`src/rtl/axi_lite_reg_slave.sv`:
```
// ----------------------------------------------------------------------------
// axi_lite_reg_slave
//
// AXI-lite register-bank slave for the 64-bit AXI-lite interface. Holds
// NUM_REGS byte-strobed 64-bit registers and exposes all of them as one flat
// bus. Out-of-range or misaligned accesses get an error response. One write
// and one read can be in flight at the same time, each with its own FSM.
//
// Ports
//   aclk, arst_n          clock (rising edge), async active-low reset
//   aw*                   write address channel (awid/awprot accepted, unused)
//   w*                    write data channel, wstrb bit i enables byte i
//   b*                    write response (bresp: 0 = OKAY, 1 = error)
//   ar*                   read address channel (arprot unused)
//   r*                    read data channel (rid echoes arid, rresp 0/1)
//   regs_q                all registers, reg k at [64k+63:64k]
// ----------------------------------------------------------------------------
module axi_lite_reg_slave #(
   parameter int NUM_REGS = 16
) (
   input  logic                   aclk,
   input  logic                   arst_n,
   input  logic [63:0]            awaddr,
   input  logic                   awvalid,
   input  logic [3:0]             awid,
   input  logic [2:0]             awprot,
   output logic                   awready,
   input  logic [63:0]            wdata,
   input  logic [7:0]             wstrb,
   input  logic                   wvalid,
   output logic                   wready,
   output logic                   bvalid,
   output logic                   bresp,
   input  logic                   bready,
   input  logic [63:0]            araddr,
   input  logic [3:0]             arid,
   input  logic [2:0]             arprot,
   input  logic                   arvalid,
   output logic                   arready,
   output logic [63:0]            rdata,
   output logic [3:0]             rid,
   output logic                   rresp,
   output logic                   rvalid,
   input  logic                   rready,
   output logic [NUM_REGS*64-1:0] regs_q
);

   localparam int IDX_W = $clog2(NUM_REGS);

   typedef enum logic [1:0] {W_ACCEPT, W_COMMIT, W_RESP} w_state_e;
   typedef enum logic       {R_IDLE, R_RESP}             r_state_e;

   // Error when not 8-byte aligned or beyond the last register.
   function automatic logic addr_err(input logic [63:0] addr);
      return (addr[2:0] != 3'b000) || (addr[63:IDX_W+3] != '0);
   endfunction

   // Sideband fields the bank has no use for.
   logic unused_sideband;
   assign unused_sideband = ^{awid, awprot, arprot};

   // ---------------------------------------------------------------- write
   w_state_e           w_state_q, w_state_d;
   logic               aw_got_q, aw_got_d;
   logic               w_got_q, w_got_d;
   logic               aw_err_q, aw_err_d;
   logic [IDX_W-1:0]   aw_idx_q, aw_idx_d;
   logic [63:0]        wdata_q, wdata_d;
   logic [7:0]         wstrb_q, wstrb_d;
   logic               awready_q, awready_d;
   logic               wready_q, wready_d;
   logic               bvalid_q, bvalid_d;
   logic               bresp_q, bresp_d;

   logic [63:0]        mem_q [NUM_REGS];

   // NOTE: every signal written here gets a default first, so no path leaves
   // one unassigned and no latch is inferred.
   always_comb begin
      w_state_d = w_state_q;
      aw_got_d  = aw_got_q;
      w_got_d   = w_got_q;
      aw_err_d  = aw_err_q;
      aw_idx_d  = aw_idx_q;
      wdata_d   = wdata_q;
      wstrb_d   = wstrb_q;
      awready_d = awready_q;
      wready_d  = wready_q;
      bvalid_d  = bvalid_q;
      bresp_d   = bresp_q;
      case (w_state_q)
         W_ACCEPT: begin
            // AW and W are captured independently, in either order.
            if (awvalid && awready_q) begin
               aw_got_d = 1'b1;
               aw_err_d = addr_err(awaddr);
               aw_idx_d = awaddr[IDX_W+2:3];
            end
            if (wvalid && wready_q) begin
               w_got_d = 1'b1;
               wdata_d = wdata;
               wstrb_d = wstrb;
            end
            if (aw_got_d && w_got_d) begin
               w_state_d = W_COMMIT;
               aw_got_d  = 1'b0;
               w_got_d   = 1'b0;
               awready_d = 1'b0;
               wready_d  = 1'b0;
            end else begin
               // Ready is registered: it rises one edge after reset or idle.
               awready_d = !aw_got_d;
               wready_d  = !w_got_d;
            end
         end
         W_COMMIT: begin
            bvalid_d  = 1'b1;
            bresp_d   = aw_err_q;
            w_state_d = W_RESP;
         end
         W_RESP: begin
            if (bready) begin
               bvalid_d  = 1'b0;
               bresp_d   = 1'b0;
               awready_d = 1'b1;
               wready_d  = 1'b1;
               w_state_d = W_ACCEPT;
            end
         end
         default: w_state_d = W_ACCEPT;
      endcase
   end

   // NOTE: sequential state uses non-blocking assignments so every register
   // samples the pre-edge values, regardless of block order.
   always_ff @(posedge aclk or negedge arst_n) begin
      if (!arst_n) begin
         w_state_q <= W_ACCEPT;
         aw_got_q  <= 1'b0;
         w_got_q   <= 1'b0;
         aw_err_q  <= 1'b0;
         aw_idx_q  <= '0;
         wdata_q   <= '0;
         wstrb_q   <= '0;
         awready_q <= 1'b0;
         wready_q  <= 1'b0;
         bvalid_q  <= 1'b0;
         bresp_q   <= 1'b0;
      end else begin
         w_state_q <= w_state_d;
         aw_got_q  <= aw_got_d;
         w_got_q   <= w_got_d;
         aw_err_q  <= aw_err_d;
         aw_idx_q  <= aw_idx_d;
         wdata_q   <= wdata_d;
         wstrb_q   <= wstrb_d;
         awready_q <= awready_d;
         wready_q  <= wready_d;
         bvalid_q  <= bvalid_d;
         bresp_q   <= bresp_d;
      end
   end

   // NOTE: the register bank is architecturally visible and must read as zero
   // after reset, so it is reset like any other flop rather than left as RAM.
   always_ff @(posedge aclk or negedge arst_n) begin
      if (!arst_n) begin
         for (int k = 0; k < NUM_REGS; k++) mem_q[k] <= '0;
      end else if (w_state_q == W_COMMIT && !aw_err_q) begin
         for (int b = 0; b < 8; b++) begin
            if (wstrb_q[b]) mem_q[aw_idx_q][8*b +: 8] <= wdata_q[8*b +: 8];
         end
      end
   end

   for (genvar k = 0; k < NUM_REGS; k++) begin : g_flat
      assign regs_q[64*k +: 64] = mem_q[k];
   end

   // ----------------------------------------------------------------- read
   r_state_e    r_state_q, r_state_d;
   logic        arready_q, arready_d;
   logic        rvalid_q, rvalid_d;
   logic [63:0] rdata_q, rdata_d;
   logic [3:0]  rid_q, rid_d;
   logic        rresp_q, rresp_d;
   logic        ar_err;

   assign ar_err = addr_err(araddr);

   always_comb begin
      r_state_d = r_state_q;
      arready_d = arready_q;
      rvalid_d  = rvalid_q;
      rdata_d   = rdata_q;
      rid_d     = rid_q;
      rresp_d   = rresp_q;
      case (r_state_q)
         R_IDLE: begin
            if (arvalid && arready_q) begin
               // Sampled from mem_q at the AR edge: a commit on this same
               // edge is not yet visible.
               rdata_d   = ar_err ? '0 : mem_q[araddr[IDX_W+2:3]];
               rresp_d   = ar_err;
               rid_d     = arid;
               rvalid_d  = 1'b1;
               arready_d = 1'b0;
               r_state_d = R_RESP;
            end else begin
               arready_d = 1'b1;
            end
         end
         R_RESP: begin
            if (rready) begin
               rvalid_d  = 1'b0;
               arready_d = 1'b1;
               r_state_d = R_IDLE;
            end
         end
         default: r_state_d = R_IDLE;
      endcase
   end

   always_ff @(posedge aclk or negedge arst_n) begin
      if (!arst_n) begin
         r_state_q <= R_IDLE;
         arready_q <= 1'b0;
         rvalid_q  <= 1'b0;
         rdata_q   <= '0;
         rid_q     <= '0;
         rresp_q   <= 1'b0;
      end else begin
         r_state_q <= r_state_d;
         arready_q <= arready_d;
         rvalid_q  <= rvalid_d;
         rdata_q   <= rdata_d;
         rid_q     <= rid_d;
         rresp_q   <= rresp_d;
      end
   end

   assign awready = awready_q;
   assign wready  = wready_q;
   assign bvalid  = bvalid_q;
   assign bresp   = bresp_q;
   assign arready = arready_q;
   assign rvalid  = rvalid_q;
   assign rdata   = rdata_q;
   assign rid     = rid_q;
   assign rresp   = rresp_q;

endmodule

```
`config.mk`:
```
export PLATFORM = sky130hd
export DESIGN_NAME = axi_lite_reg_slave
export DESIGN_NICKNAME = d
export VERILOG_FILES = /design/src/rtl/axi_lite_reg_slave.sv
export SDC_FILE = /design/constraint.sdc
export NUM_CORES = 2
export LEC_CHECK = 0
export BUFFER_PORTS_ARGS = -buffer_cell sky130_fd_sc_hd__buf_4
export CAP_MARGIN = 25
export CELL_PAD_IN_SITES_DETAIL_PLACEMENT = 0
export CELL_PAD_IN_SITES_GLOBAL_PLACEMENT = 1
export CORE_AREA = 2 2 508 510
export DETAILED_ROUTE_END_ITERATION = 16
export DIE_AREA = 0 0 510 512
export PLACE_DENSITY = 0.47
export SYNTH_ARGS = -nofsm -noshare
export SYNTH_HDL_FRONTEND = slang
export SYNTH_SLANG_ARGS = --single-unit
export TNS_END_PERCENT = 100
```
`constraint.sdc`:
```
create_clock -name aclk -period 1.9 [get_ports aclk]
set_input_delay 0.57 -clock aclk [delete_from_list [all_inputs] [get_ports aclk]]
set_output_delay 0.57 -clock aclk [all_outputs]
set_load 0.01 [all_outputs]
```
==> impl_metrics.yaml <==
clock_network:
  clock_path_buffers: 3
  cts_tree: "built"
  cts_buffers: 152
  htreeDepth: 4
  insertion_delay_ns: 0.82
  cts_num_sinks: 1181
  ctsRootBufferMaster: "clkbuf_16"
  clkSlewWorstSetupHoldPaths_ns: 0.06
power_and_ir_drop:
  ir_worst_vdd_mv: 0.7920
  power_frac_seq_pct: 43.3
  pwr-share-comb_pct: 15.9
  p_leak_uw: 0.04340
  clock_power_share_pct: 40.9
  swShare_pct: 32.09
  internal-power_uw: 50210
  power_uw: 73930
  p_per_area_nw_per_um2: 816.7
  power.switching_uw: 23720
timing:
  fin_crit_sh_pct: 109.2
  fin_ws_ns: -0.1744
  tightest_slew_ns: 0.9010
  skew_ns: 0.04595
  rsz0062_at_grt: "true"
  slew_viol_final: 0
  finalHoldViolations: 0
  min_period_ns: 2.074
  setup-violations-final: 1322
  max_freq_mhz: 482.1
  slew_headroom_pct: 39.93
global_route:
  first_global_vias: 42343
  antenna_found_initial: 12
  grt_pass1_wl_um: 383600
  grt_max_degree: 73
  grtUsageTotal_pct: 21.21
  grt-ovfl-total: 0
worst_setup_path:
  regToRegSetupSlack_ns: -0.17
  path_max_fanout: 10
  r2r_cells: 8
  crit_type: "reg -> reg"
  rr_endpoint: "rdata[32]"
  critPathArrivalTime_ns: 2.80
  crit_required_ns: 2.63
  r2r_start: "r_state_q"
  endpoint_kind: "flip-flop"
  worst_setup_path_start_kind: "flip-flop"
yosys:
  netlist_instances: 3301
  async_flop_share_pct: 100.0
  ys_warn_count: 0
  synth_edf_count: 0
  synth_ff_type: "dfrtp_1"
  seq_area_frac_synth_pct: 55.65
  ys_types: 46
  synth_top_cells_by_area: "dfrtp_1, mux2_2, mux4_2"
  synth_top_area_cell: "dfrtp_1"
  syn_area_sq_um: 53100
  synth_seq_cells: 1181
  synth_top_cell_area_share_pct: 55.65
  synthesis.nets: 3522
  syn_area_per_cell_sq_um: 16.09
floorplanning:
  io_pins: 1320
  die_h_um: 512
  dieArea_sq_um: 261100
  initial_utilization_pct: 20.76
  design.core.area_sq_um: 255800
  core.rowCount: 186
  die_w_um: 510
worst_hold_path:
  holdPathEnd: "wdata_q[5]"
  hold_depth: 2
  holdCritPathClass: "in -> reg"
  min_from: "wdata[5]"
routing:
  wire_per_inst_um: 31.32
  drc_errors: 0
  vias: 41251
  drtIter0Drc: 2175
  ant_nets: 0
  dr.pass1.iters: 5
  via_per_inst: 4.429
  routed_wl_um: 291700
cells_and_area:
  n_fill_cell: 25182
  mostFrequentLayoutCells: "buf_6, buf_4, dfrtp_1, mux2_2, mux2_4"
  mostFrequentLayoutCell: "buf_6"
  area_delta_synth_final_pct: 70.46
  drive_gt1_share_pct: 76.11
  postLayoutCoreUtil_pct: 35.39
  finalNetCount: 6025
outcome:
  status: "finished with violations"
  violations: "setup timing"
job:
  cap_violations: 0
placed_design:
  port_buffers: 1309
  hpwl_um: 217100
  gp_congestion: 0.8810
-- final cells by class --
type	count	area, sq um	area share (%)
Tap cell	3384	4234	4.677
Clock inverter	46	709.4	0.7837
Timing Repair Buffer	2534	26120	28.85
Sequential cell	1181	29810	32.93
Multi-Input combinational cell	1933	25150	27.78
Inverter	2	12.51	0.01382
Clock buffer	232	4487	4.957
Antenna cell	2	5.005	0.005529
-- Yosys cell counts, types with 13 or more instances --
cell type,n
nand2_2,86
clkbuf_1,89
buf_6,13
o21ai_0,56
mux2i_1,128
buf_2,28
nor4_1,31
mux2_2,1135
buf_4,42
dfrtp_1,1181
mux2_1,17
nand2_1,85
mux4_2,255
nor2_2,44
mux2_4,13
-- power groups by stage --
stage / Sequential, uW / Combinational [uW] / Clock, uW
after floorplan: 28500 / 5310 / 0
after global placement: 32100 / 9760 / 0
after detailed placement: 32100 / 9830 / 0
after CTS: 31800 / 11100 / 31000
after global routing: 32400 / 12400 / 32000
final: 32000 / 11700 / 30200
-- worst max-delay path by stage --
| stage | start | to | slack (ns) | depth (start not counted) |
|---|---|---|---|---|
| global route | aw_err_q | regs_q[386] | -0.23 | 9 |
| finish | r_state_q | rdata[32] | -0.17 | 8 |
| floorplan | araddr[3] | rdata[54] | -0.09 | 7 |
| detailed placement | araddr[3] | rdata[43] | -0.70 | 7 |
| global placement | araddr[3] | rdata[43] | -0.72 | 7 |
| CTS | regs_q[437] | regs_q[437] | -0.22 | 2 |
-- flip-flops by register name (all words and copies together), names as in the netlist, 2 cells and up --
register,cells
aw_idx_q,4
rdata,64
regs_q,1024
rid,4
w_state_q,2
wdata_q,64
wstrb_q,8
-- metrics by stage --
| step | std cells | setup WS, ns | TNS (ns) | hold WS (ns) | cell area (sq um) |
|---|---|---|---|---|---|
| 2_1_floorplan | 3301 | -0.08735 | -3.712 | 0.2744 | 53440 |
| 3_3_place_gp | 8165 | -0.7152 | -202.34 | 0.4145 | 71290 |
| 3_5_place_dp | 8165 | -0.7013 | -200.94 | 0.4141 | 71290 |
| 4_1_cts | 8893 | -0.2156 | -199.94 | 0.002733 | 83460 |
| 5_1_grt | 9313 | -0.2277 | -171.23 | 0.009313 | 90520 |
| 6_report | 9314 | -0.1744 | -47.29 | 0.07365 | 90520 |
-- metal layers --
layer	track usage (%)	wire length [um]
met2	35.64	140100
met1	26.65	120300
met5	0	51
met3	6.817	23830
met4	3.784	7460
-- worst max-delay path: stages, from the launching register on --
cell,delay (ns)
dfrtp_1,0.37
and3b_2,0.27
nand4_1,0.14
or4_4,0.46
buf_12,0.19
buf_12,0.16
buf_8,0.13
buf_8,0.13
o21ai_2,0.11
-- cell families after synthesis --
kind of cell	Yosys count	share of synthesized area, %
buffers and inverters	187	1.920
AOI/OAI and AO/OA	76	0.7493
and+or+nand+nor	309	3.657
muxes	1548	38.02
DFF	1181	55.65
-- what timing repair did --
item / in CTS / in global routing
setup endpoints to repair: 2164 / 2117
hold endpoints to repair: 435 / 0
pin swaps: 32 / 64
hold buffers: 81 / 0
buffers inserted: 381 / 426
gates cloned: 4 / 9
gates resized for setup: 886 / 1055
(Power assumes the default switching activity.)
